**src/rtl/fifo_rd_scheduler_pkg.sv**
```systemverilog
`default_nettype none
// ============================================================================
// Module  : fifo_rd_scheduler_pkg
// Brief   : Shared FSM encoding, default parameters and helpers for the
//           FIFO read scheduler.
// Revision: 1.0 - initial release
// ============================================================================
package fifo_rd_scheduler_pkg;

  localparam int DEF_N_REQ      = 4;
  localparam int DEF_DATA_WIDTH = 64;
  localparam int DEF_CNT_WIDTH  = 16;

  typedef enum logic [1:0] {
    ST_IDLE    = 2'd0,
    ST_ASSERT  = 2'd1,
    ST_RELEASE = 2'd2,
    ST_SETTLE  = 2'd3
  } state_t;

  // Requester count never exceeds 8, so a fixed 8-bit one-hot covers all builds.
  function automatic logic [2:0] onehot_to_idx(input logic [7:0] oh);
    logic [2:0] idx;
    idx = '0;
    for (int i = 0; i < 8; i++) begin
      if (oh[i]) idx = 3'(i);
    end
    return idx;
  endfunction

endpackage
`default_nettype wire

```
**src/rtl/fifo_rd_scheduler_rr_arbiter.sv**
```systemverilog
`default_nettype none
// ============================================================================
// Module  : rr_arbiter
// Brief   : Combinational round-robin arbiter; search begins at i_ptr.
// Revision: 1.0 - initial release
// ============================================================================
module rr_arbiter
  import fifo_rd_scheduler_pkg::*;
#(
  parameter int N_REQ = DEF_N_REQ,
  parameter int PTR_W = $clog2(DEF_N_REQ)
) (
  input  logic [N_REQ-1:0] i_req,
  input  logic [PTR_W-1:0] i_ptr,
  output logic [N_REQ-1:0] o_gnt
);

  logic             w_found;
  logic [PTR_W-1:0] w_idx;

  always_comb begin
    o_gnt   = '0;
    w_found = 1'b0;
    w_idx   = '0;
    for (int i = 0; i < N_REQ; i++) begin
      w_idx = PTR_W'((int'(i_ptr) + i) % N_REQ);
      if (!w_found && i_req[w_idx]) begin
        o_gnt[w_idx] = 1'b1;
        w_found      = 1'b1;
      end
    end
  end

endmodule
`default_nettype wire

```
**src/rtl/fifo_rd_scheduler.sv**
```systemverilog
`default_nettype none
// ============================================================================
// Module  : fifo_rd_scheduler
// Brief   : Shares one FIFO read port among N_REQ requesters, one word per
//           four-cycle IDLE/ASSERT/RELEASE/SETTLE transaction.
// Revision: 1.0 - initial release
// ============================================================================
module fifo_rd_scheduler
  import fifo_rd_scheduler_pkg::*;
#(
  parameter int N_REQ      = DEF_N_REQ,
  parameter int DATA_WIDTH = DEF_DATA_WIDTH,
  parameter int CNT_WIDTH  = DEF_CNT_WIDTH
) (
  input  logic                  clk,
  input  logic                  rst_n,
  input  logic [N_REQ-1:0]      i_req,
  input  logic                  i_empty,
  input  logic [DATA_WIDTH-1:0] i_rd_data,
  output logic                  o_rd_line,
  output logic [N_REQ-1:0]      o_gnt,
  output logic                  o_valid,
  output logic [DATA_WIDTH-1:0] o_data,
  output logic [CNT_WIDTH-1:0]  o_served
);

  localparam int PTR_W = (N_REQ > 1) ? $clog2(N_REQ) : 1;

  state_t           r_state;
  state_t           w_state_next;
  logic             w_start;
  logic             w_capture;
  logic [PTR_W-1:0] r_ptr;
  logic [PTR_W-1:0] w_ptr_next;
  logic [N_REQ-1:0] w_arb_gnt;
  logic [N_REQ-1:0] r_winner;
  logic [2:0]       w_win_idx;

  rr_arbiter #(
    .N_REQ (N_REQ),
    .PTR_W (PTR_W)
  ) u_rr_arbiter (
    .i_req (i_req),
    .i_ptr (r_ptr),
    .o_gnt (w_arb_gnt)
  );

  assign w_win_idx  = onehot_to_idx(8'(r_winner));
  assign w_ptr_next = PTR_W'((int'(w_win_idx) + 1) % N_REQ);

  always_ff @(posedge clk or negedge rst_n) begin
    if (!rst_n) r_state <= ST_IDLE;
    else        r_state <= w_state_next;
  end

  always_comb begin
    w_state_next = r_state;
    w_start      = 1'b0;
    w_capture    = 1'b0;
    case (r_state)
      ST_IDLE: begin
        if (|i_req && !i_empty) begin
          w_start      = 1'b1;
          w_state_next = ST_ASSERT;
        end
      end
      ST_ASSERT: begin
        w_capture    = 1'b1;
        w_state_next = ST_RELEASE;
      end
      ST_RELEASE: w_state_next = ST_SETTLE;
      ST_SETTLE:  w_state_next = ST_IDLE;
      default:    w_state_next = ST_IDLE;
    endcase
  end

  // Every output is a flop so the FIFO read line cannot glitch; the ASSERT
  // edge captures the head word before the RELEASE falling edge retires it.
  always_ff @(posedge clk or negedge rst_n) begin
    if (!rst_n) begin
      o_rd_line <= 1'b0;
      o_gnt     <= '0;
      o_valid   <= 1'b0;
      o_data    <= '0;
      o_served  <= '0;
      r_ptr     <= '0;
      r_winner  <= '0;
    end else begin
      o_rd_line <= w_start;
      o_valid   <= w_capture;
      o_gnt     <= w_capture ? r_winner : '0;
      if (w_start) r_winner <= w_arb_gnt;
      if (w_capture) begin
        o_data <= i_rd_data;
        r_ptr  <= w_ptr_next;
        if (o_served != '1) o_served <= o_served + CNT_WIDTH'(1);
      end
    end
  end

endmodule
`default_nettype wire

```
**config.mk**
```make
export PLATFORM = sky130hd
export DESIGN_NAME = fifo_rd_scheduler
export DESIGN_NICKNAME = d
export VERILOG_FILES = /design/src/rtl/fifo_rd_scheduler_pkg.sv /design/src/rtl/fifo_rd_scheduler_rr_arbiter.sv /design/src/rtl/fifo_rd_scheduler.sv
export SDC_FILE = /design/constraint.sdc
export NUM_CORES = 1
export LEC_CHECK = 0
export ABC_AREA = 1
export CAP_MARGIN = 40
export CORE_MARGIN = 2
export CORE_UTILIZATION = 40
export DETAILED_ROUTE_END_ITERATION = 7
export GPL_ROUTABILITY_DRIVEN = 0
export PLACE_DENSITY = 0.83
export SLEW_MARGIN = 0
export SYNTH_ARGS = -nofsm -noshare
export SYNTH_HDL_FRONTEND = slang
export SYNTH_HIERARCHICAL = 1
export SYNTH_SLANG_ARGS = --single-unit
```
**constraint.sdc**
```tcl
create_clock -name clk -period 1.88 [get_ports clk]
set_input_delay 0.282 -clock clk [delete_from_list [all_inputs] [get_ports clk]]
set_output_delay 0.282 -clock clk [all_outputs]
set_load 0.005 [all_outputs]
```
; ---- Word level (Yosys, flattened, before mapping)
; Index checks and enable logic that the tools add are counted.
[totals]
output_inout_bits = 86
regBits = 94
[op_classes]
order_cmp = 8
eq_ne = 5
mux = 32
bitwise = 3
n_addsub = 5
reduce_logical = 15
[ops]
columns = cell, count
row1 = $mux W4, 5
row2 = $add A16 B1 Y16 const B, 1
row3 = $ne A16 B16 Y1 const B, 1
row4 = $mux W1, 15
row5 = $lt A2 B3 Y1 const B, 4
row6 = $or A4 B4 Y4, 3
row7 = $bmux W1 S2, 4
row8 = $demux W1 S2, 4
row9 = $ge A2 B1 Y1 const B, 4
row10 = $logic_and A1 B1 Y1, 8
row11 = $pmux W2 S4, 1
row12 = $mux W2, 3
row13 = $add A2 B1 Y2 const B, 2
row14 = $add A2 B2 Y2 const B, 2
row15 = $eq A2 B2 Y1 const B, 2
row16 = $logic_not A1 Y1, 4
row17 = $reduce_or A4 Y1, 1
row18 = $eq A2 B1 Y1 const B, 1
row19 = $logic_not A2 Y1, 1
row20 = $ne A2 B2 Y1 const B, 1
row21 = $reduce_and A2 Y1, 1

; ---- Logic depth before layout (Yosys ltp)
; Gate-level depths: netlist (run 1).
[logic_depth]
ltp_word = 12
depth_mapped = 11

; ---- Hierarchy
; The synthesis (run 1) kept the hierarchy.
[modules_own_cells]
columns = mod, seq_area_each_um2, cells_each, n_inst, area_each_um2
row1 = fifo_rd_scheduler, 2352.3, 459, 1, 3913.8
row2 = rr_arbiter, 0.0, 73, 1, 399.1

; ---- Worst setup path after synthesis (run 1)
; Ideal clock, no wire load.
[synth_timing]
path_kind = flip-flop to flip-flop
startpoint = register r_ptr[0]
endpoint = register r_winner[3]
n_path_buf = 0
path_stages_with_launch = 12
t_arrival_ps = 1608
required_ps = 1797
period_less_slack_ps = 1690
setup_slack_ps = 190
cell_sequence = dfrtp_1 inv_2 ha_1 inv_1 nand3_1 nand2_1 nand2_4 nor2_4 nand2_1 nand3_1 nand2_1 o21ai_0
[synth_via]
elab_chain_len = 12
[synth_lines]
columns = element, line
row1 = from (decl), fifo_rd_scheduler.sv:33  ; logic [PTR_W-1:0] r_ptr;
row2 = from (signal assigned), fifo_rd_scheduler.sv:95  ; r_ptr <= w_ptr_next;
row3 = "parallel branches: the longest is 11 deep, another holds $lt A2 B3 Y1", n/a
row4 = $mux W4 (*), fifo_rd_scheduler_rr_arbiter.sv:27  ; if (!w_found && i_req[w_idx]) begin
row5 = named net w_arb_gnt[3], fifo_rd_scheduler.sv:35  ; logic [N_REQ-1:0] w_arb_gnt;
row6 = to (signal assigned), fifo_rd_scheduler.sv:92  ; if (w_start) r_winner <= w_arb_gnt;
row7 = to (decl), fifo_rd_scheduler.sv:36  ; logic [N_REQ-1:0] r_winner;
; Mark *: on every way through the listed nets, which the timed path passes. The select of a mux whose other input is x is not followed.
; A chain may end at the register's enable or synchronous reset.

; ---- Worst setup path in the final report (run 1)
[layout_timing]
startpoint = register r_ptr[0]
endpoint = register r_winner[2]
; The elaborated chain is that of the path after synthesis.

==> results.py, run 1 <==
metrics = {
    "worst_setup_path": {
        "end_kind": "register",
        "critical_path_arrival_ns": 2.02,
        "start_kind": "register",
        "path_common_cell": "nand2_1",
        "worstPathMaxFanout": 9,
        "path_cells": "inv_4 -> ha_1 -> inv_1 -> nand3_1 -> nand2_1 -> nand2_4 -> nor2_4 -> nand2_1 -> nand3_1 -> nand2_1 -> o21ai_0",
        "cp_slowest_cell": "dfrtp_1",
        "path_class": "register to register",
        "worstPathRequired_ns": 2.14,
        "critPathMaxStageDelay_ns": 0.39,
    },
    "placement": {
        "io_buffer_count": 156,
        "post-place-cells": 817,
        "dp_hpwl_um": 7880,
    },
    "pwr": {
        "power_switching_uw": 3300,
        "p_int_uw": 5800,
        "comb_power_share_pct": 47.8,
        "p_clk_share_pct": 15.7,
        "p_sw_share_pct": 36.2,
        "power_frac_seq_pct": 36.5,
        "cellPowerDensity_nw_per_um2": 1450,
        "peakVddDrop_mv": 0.673,
        "p_leak_uw": 0.00312,
    },
    "flow_run": {
        "drv_cap": 0,
    },
    "timing": {
        "worst_slew_pin_slew_ns": 0.446,
        "finalClockSkew_ns": 0.0124,
        "post-route-min-period_ns": 1.76,
        "slew_headroom_pct": 70.3,
        "slew_viol_final": 0,
        "rsz0062_at_grt": "false",
        "hold_viol_final": 0,
        "setup_violations": 0,
        "fin_tns_setup_ns": 0,
        "fmax_mhz": 569,
        "period_share_pct": 93.5,
    },
    "synth": {
        "netlist_instances": 532,
        "synth.distinct_cells": 27,
        "syn_nets": 613,
        "synth_ff_type": "dfrtp_1",
        "yosys_warnings": 6,
        "synth_edf_count": 0,
        "synth-async-reset-ratio_pct": 100,
        "ys_seq_area_share_pct": 54.5,
        "syn_area_per_cell_um2": 8.11,
        "synth_area_um2": 4310,
        "yosys_register_bits": 94,
    },
    "clock_network": {
        "cts_tree": "yes",
        "cts_root_buf": "clkbuf_8",
        "clock_latency_ns": 0.35,
        "clk_pin_slew_ns": 0.09,
        "numCtsBuffers": 9,
        "htreeDepth": 3,
        "cts_buffer_depth": 2,
        "cts.sinks": 94,
    },
    "routing": {
        "via_count": 3896,
        "wl_um": 10600,
        "antenna_left": 0,
        "drt-pass1-iter-count": 5,
        "wl_per_cell_um": 12.8,
        "initialDrtViolationCount": 269,
        "drc": 0,
        "drt-vias-per-instance": 4.67,
    },
    "global_route": {
        "grt_most_used_layer": "met2",
        "met2_usage_pct": 32.7,
        "grt_pass1_vias": 3783,
        "antenna_found_initial": 0,
        "use_met3_pct": 3.15,
        "overflow": 0,
        "grt_pass1_wl_um": 17500,
        "grt_use_total_pct": 18.8,
        "use_met1_pct": 22.7,
        "grt_max_degree": 58,
    },
    "cells_and_area": {
        "antenna_cells": 0,
        "drive_gt1_share_pct": 7.02,
        "syn2layout_area_growth_pct": 45.9,
        "nets": 774,
        "layout_common_cells": "nand2_1, clkdlybuf4s50_1, dfrtp_1",
        "layoutNonFillerInstCount": 834,
        "nFillCells": 873,
        "final_common_cell": "nand2_1",
    },
    "floorplanning": {
        "fp.dieW_um": 108,
        "core_area_um2": 10400,
        "initial_core_util_pct": 41.4,
        "core.rowCount": 37,
        "boundaryPins": 157,
        "die_h_um": 108,
        "dieArea_um2": 11600,
    },
    "worst_hold_path": {
        "hold_path_class": "input port to async pin",
    },
    "status": {
        "run_status": "completed",
    },
}
## sequential cells by signal, indices dropped and copies added, names as in the netlist
| register | flops |
|---|---|
| o_data | 64 |
| r_winner | 4 |
| o_valid | 1 |
| o_served | 16 |
| r_state | 2 |
| r_ptr | 2 |
| o_gnt | 4 |
| o_rd_line | 1 |
## layout make-up
class	instances	area [um^2]	share of cell area, %
timing repair buffer	165	1650	26.3
inverter	36	141	2.25
clock inverter	2	37.5	0.597
sequential	94	2350	37.4
multi-input combinational	387	1750	27.9
tap	136	170	2.70
clock buffer	14	183	2.90
## Yosys cell counts (all sizes together) (3+ instances only)
library cell    n  area [um^2]
o21ai          11         55.1
inv            35          134
ha             10          125
nand3          32          170
xnor2           3         26.3
buf             9         47.6
xor2            3         26.3
nand2         295         1160
nand4           7         43.8
nor2           19          101
clkbuf          6         22.5
dfrtp          94         2350
nor3            3         15.0
## layer usage
layer  part of all wire, %  routed length [um]  vias to the layer above
li1                      -                   -                     1952
met1                    43                4560                     1785
met2                    49                5240                      139
met3                   5.6                 595                       20
met4                   2.3                 241                        0
met5                     0                   0                        -
## final timing paths
| kind | slack [ns] | to | startpoint | cells past startpoint |
|---|---|---|---|---|
| max in group asynchronous | 0.85 | o_served[12]$_DFFE_PN0P_ | rst_n | 3 |
| max | 0.12 | r_winner[2]$_DFFE_PN0P_ | r_ptr[0]$_DFFE_PN0P_ | 11 |
| min in group clk | 0.46 | o_data[7]$_DFFE_PN0P_ | i_rd_data[7] | 3 |
| min reg2reg | 0.47 | o_gnt[0]$_DFF_PN0_ | r_winner[0]$_DFFE_PN0P_ | 2 |
| max reg2reg | 0.12 | r_winner[2]$_DFFE_PN0P_ | r_ptr[0]$_DFFE_PN0P_ | 11 |
| min | 0.39 | o_data[33]$_DFFE_PN0P_ | rst_n | 2 |
## critical path, delay by kind of cell, from the launching register on
family / cells / cell delay [ns]
AO/OA/AOI/OAI: 1 / 0.10
adder cells (fa/ha/maj): 1 / 0.36
buffers and inverters: 2 / 0.22
flip-flops: 1 / 0.39
AND/OR/NAND/NOR: 7 / 0.61
## metrics by stage
stage / hold WS, ns / setup WS, ns / cell area [um^2] / total power, uW / util [%]
after floorplan: -0.0136 / 0.190 / 4310 / 5410 / -
final: 0.386 / 0.122 / 6290 / 9100 / 60.4
after global routing: 0.412 / 0.0231 / 6290 / 9870 / 60.4
after CTS: 0.378 / 0.152 / 6290 / 9190 / 60.4
after detailed placement: 0.234 / 0.144 / 6060 / 7730 / 58.2
after global placement: 0.228 / 0.257 / 6060 / 7540 / 58.2
## kinds of logic (layout without fill, tap and decap cells)
kind of cell               Yosys count  count (layout)  synth area share [%]
and+or+nand+nor                    358             358                  34.9
DFF                                 94              94                  54.5
buffers and inverters               51             217                  4.85
AOI/OAI and AO/OA                   13              13                  1.57
adders and majority gates           10              10                  2.90
xor gates and xnor gates             6               6                  1.22
## power groups by stage
stage	Combinational, uW	Sequential [uW]	Clock (uW)
floorplan	2000	3400	0
global placement	4210	3330	0
detailed placement	4380	3340	0
CTS	4390	3320	1480
global route	4880	3430	1560
finish	4350	3320	1430
## timing repair
| action | in CTS | in global routing |
|---|---|---|
| hold buffers | 1 | 0 |
| hold endpoints to repair | 27 | 0 |
| setup endpoints to repair | 0 | 2 |
| buffers inserted | 0 | 0 |
| resized for setup | 0 | 2 |
(Power assumes the default switching activity.)
==> inputs of run 2 (changes only) <==
Settings changed: PLACE_DENSITY 0.83 to 0.74.
==> run 2 against run 1 <==
  * Non-clock buffer count down 1
  * Register-to-register slack better by 0.06 ns
  * Critical path depth unchanged
  * Clock power down 7%
==> results.py, run 2 (same netlist as run 1, synthesis figures left out) <==
metrics = {
    "cells_and_area": {
        "antenna_cells": 0,
        "syn2layout_area_growth_pct": 44.9,
        "final_common_cell": "nand2_1",
        "layout_common_cells": "nand2_1, clkdlybuf4s50_1, dfrtp_1",
        "nFillCells": 936,
        "multiInputGateArea_um2": 1750,
        "seq_area_um2": 2350,
        "nets": 773,
        "largestRegisters": "o_data (64), o_served (16)",
        "drive_gt1_share_pct": 6.75,
        "layoutNonFillerInstCount": 832,
        "top_register": "o_data",
        "largest_reg_flops": 64,
    },
    "routing": {
        "wl_per_cell_um": 12.7,
        "wl_um": 10600,
        "drc": 0,
        "antenna_left": 0,
        "via_count": 3909,
        "drt-pass1-iter-count": 4,
        "initialDrtViolationCount": 256,
        "drt-vias-per-instance": 4.70,
    },
    "placement": {
        "dp_hpwl_um": 7720,
        "io_buffer_count": 156,
        "post-place-cells": 816,
    },
    "clock_network": {
        "clk_pin_slew_ns": 0.09,
        "cts_buffer_depth": 2,
        "htreeDepth": 3,
        "clock_latency_ns": 0.35,
        "cts_tree": "yes",
        "cts_root_buf": "clkbuf_8",
        "cts.sinks": 94,
        "numCtsBuffers": 9,
    },
    "worst_setup_path": {
        "start_kind": "register",
        "critPathMaxStageDelay_ns": 0.39,
        "cp_slowest_cell": "dfrtp_1",
        "path_class": "register to register",
        "worstPathRequired_ns": 2.14,
        "path_cells": "inv_1 -> ha_1 -> inv_1 -> nand3_1 -> nand2_1 -> nand2_4 -> nor2_4 -> nand2_1 -> nand3_1 -> nand2_1 -> o21ai_0",
        "end_kind": "register",
        "worstPathMaxFanout": 4,
        "path_common_cell": "nand2_1",
        "critical_path_arrival_ns": 1.96,
    },
    "pwr": {
        "p_leak_uw": 0.00310,
        "cellPowerDensity_nw_per_um2": 1430,
        "peakVddDrop_mv": 0.716,
    },
    "floorplanning": {
        "boundaryPins": 157,
        "dieArea_um2": 11600,
        "fp.dieW_um": 108,
        "initial_core_util_pct": 41.4,
        "die_h_um": 108,
        "core_area_um2": 10400,
        "core.rowCount": 37,
    },
    "timing": {
        "fin_tns_setup_ns": 0,
        "hold_viol_final": 0,
        "worst_slew_pin_slew_ns": 0.665,
        "rsz0062_at_grt": "false",
        "setup_violations": 0,
        "post-route-min-period_ns": 1.70,
        "fmax_mhz": 588,
        "period_share_pct": 90.4,
        "finalClockSkew_ns": 0.0114,
        "slew_viol_final": 0,
        "slew_headroom_pct": 55.7,
    },
    "status": {
        "run_status": "completed",
    },
    "global_route": {
        "grt_use_total_pct": 18.6,
        "grt_max_degree": 95,
        "grt_pass1_wl_um": 17400,
        "overflow": 0,
        "antenna_found_initial": 0,
        "grt_pass1_vias": 3698,
    },
    "flow_run": {
        "drv_cap": 0,
    },
    "worst_hold_path": {
        "hold_path_class": "input port to register",
    },
}
run 2: worst max-delay path, delay by kind of cell (launching register included):
family	cells	cell delay [ns]
fa+ha+maj	1	0.29
buf+inv	2	0.26
simple gates	7	0.60
flops	1	0.39
compound gates	1	0.08
run 2: layer usage:
layer	track usage, %	part of all wire [%]
met1	23.8	43
met2	31.6	49
met3	4.06	6.8
met4	5.22	1.4
met5	0	0
run 2: worst paths after layout:
kind,startpoint,depth (start not counted),slack [ns],endpoint
setup reg to reg,r_ptr[1]$_DFFE_PN0P_,11,0.18,r_winner[3]$_DFFE_PN0P_
hold / removal,i_rd_data[17],3,0.46,o_data[17]$_DFFE_PN0P_
hold reg to reg,r_winner[0]$_DFFE_PN0P_,2,0.47,o_gnt[0]$_DFF_PN0_
min in group asynchronous,rst_n,3,0.51,o_served[4]$_DFFE_PN0P_
setup / recovery,r_ptr[1]$_DFFE_PN0P_,11,0.18,r_winner[3]$_DFFE_PN0P_
max in group asynchronous,rst_n,3,0.97,o_data[24]$_DFFE_PN0P_
run 2: where the power goes:
group | switching [uW] | internal, uW
clock | 684 | 647
combinational | 2160 | 2160
sequential | 453 | 2850
run 2: timing repair:
item	in CTS	in global routing
endpoints found under the setup margin	0	1
setup buffers	0	0
endpoints found under the hold margin	34	0
hold buffers	1	0
gates resized for setup	0	1
run 2: cell type report:
| class | count | share of cell area, % |
|---|---|---|
| clock inverters | 5 | 0.941 |
| inverters | 36 | 2.26 |
| flip-flops and latches | 94 | 37.6 |
| clock buffers | 10 | 2.20 |
| repair buffers | 164 | 26.2 |
| multi-input cells | 387 | 28.1 |
| well taps | 136 | 2.72 |
run 2: metrics by stage:
step                utilization [%]  setup slack (ns)  power (uW)  hold slack, ns  cell area, um^2
global placement               58.0             0.251        7550           0.370             6040
floorplan                         -             0.190        5410         -0.0136             4310
CTS                            60.0             0.195        9050           0.448             6250
finish                         60.0             0.180        8950           0.464             6250
detailed placement             58.0             0.153        7690           0.373             6040
global route                   60.0          0.000574        9710           0.461             6250
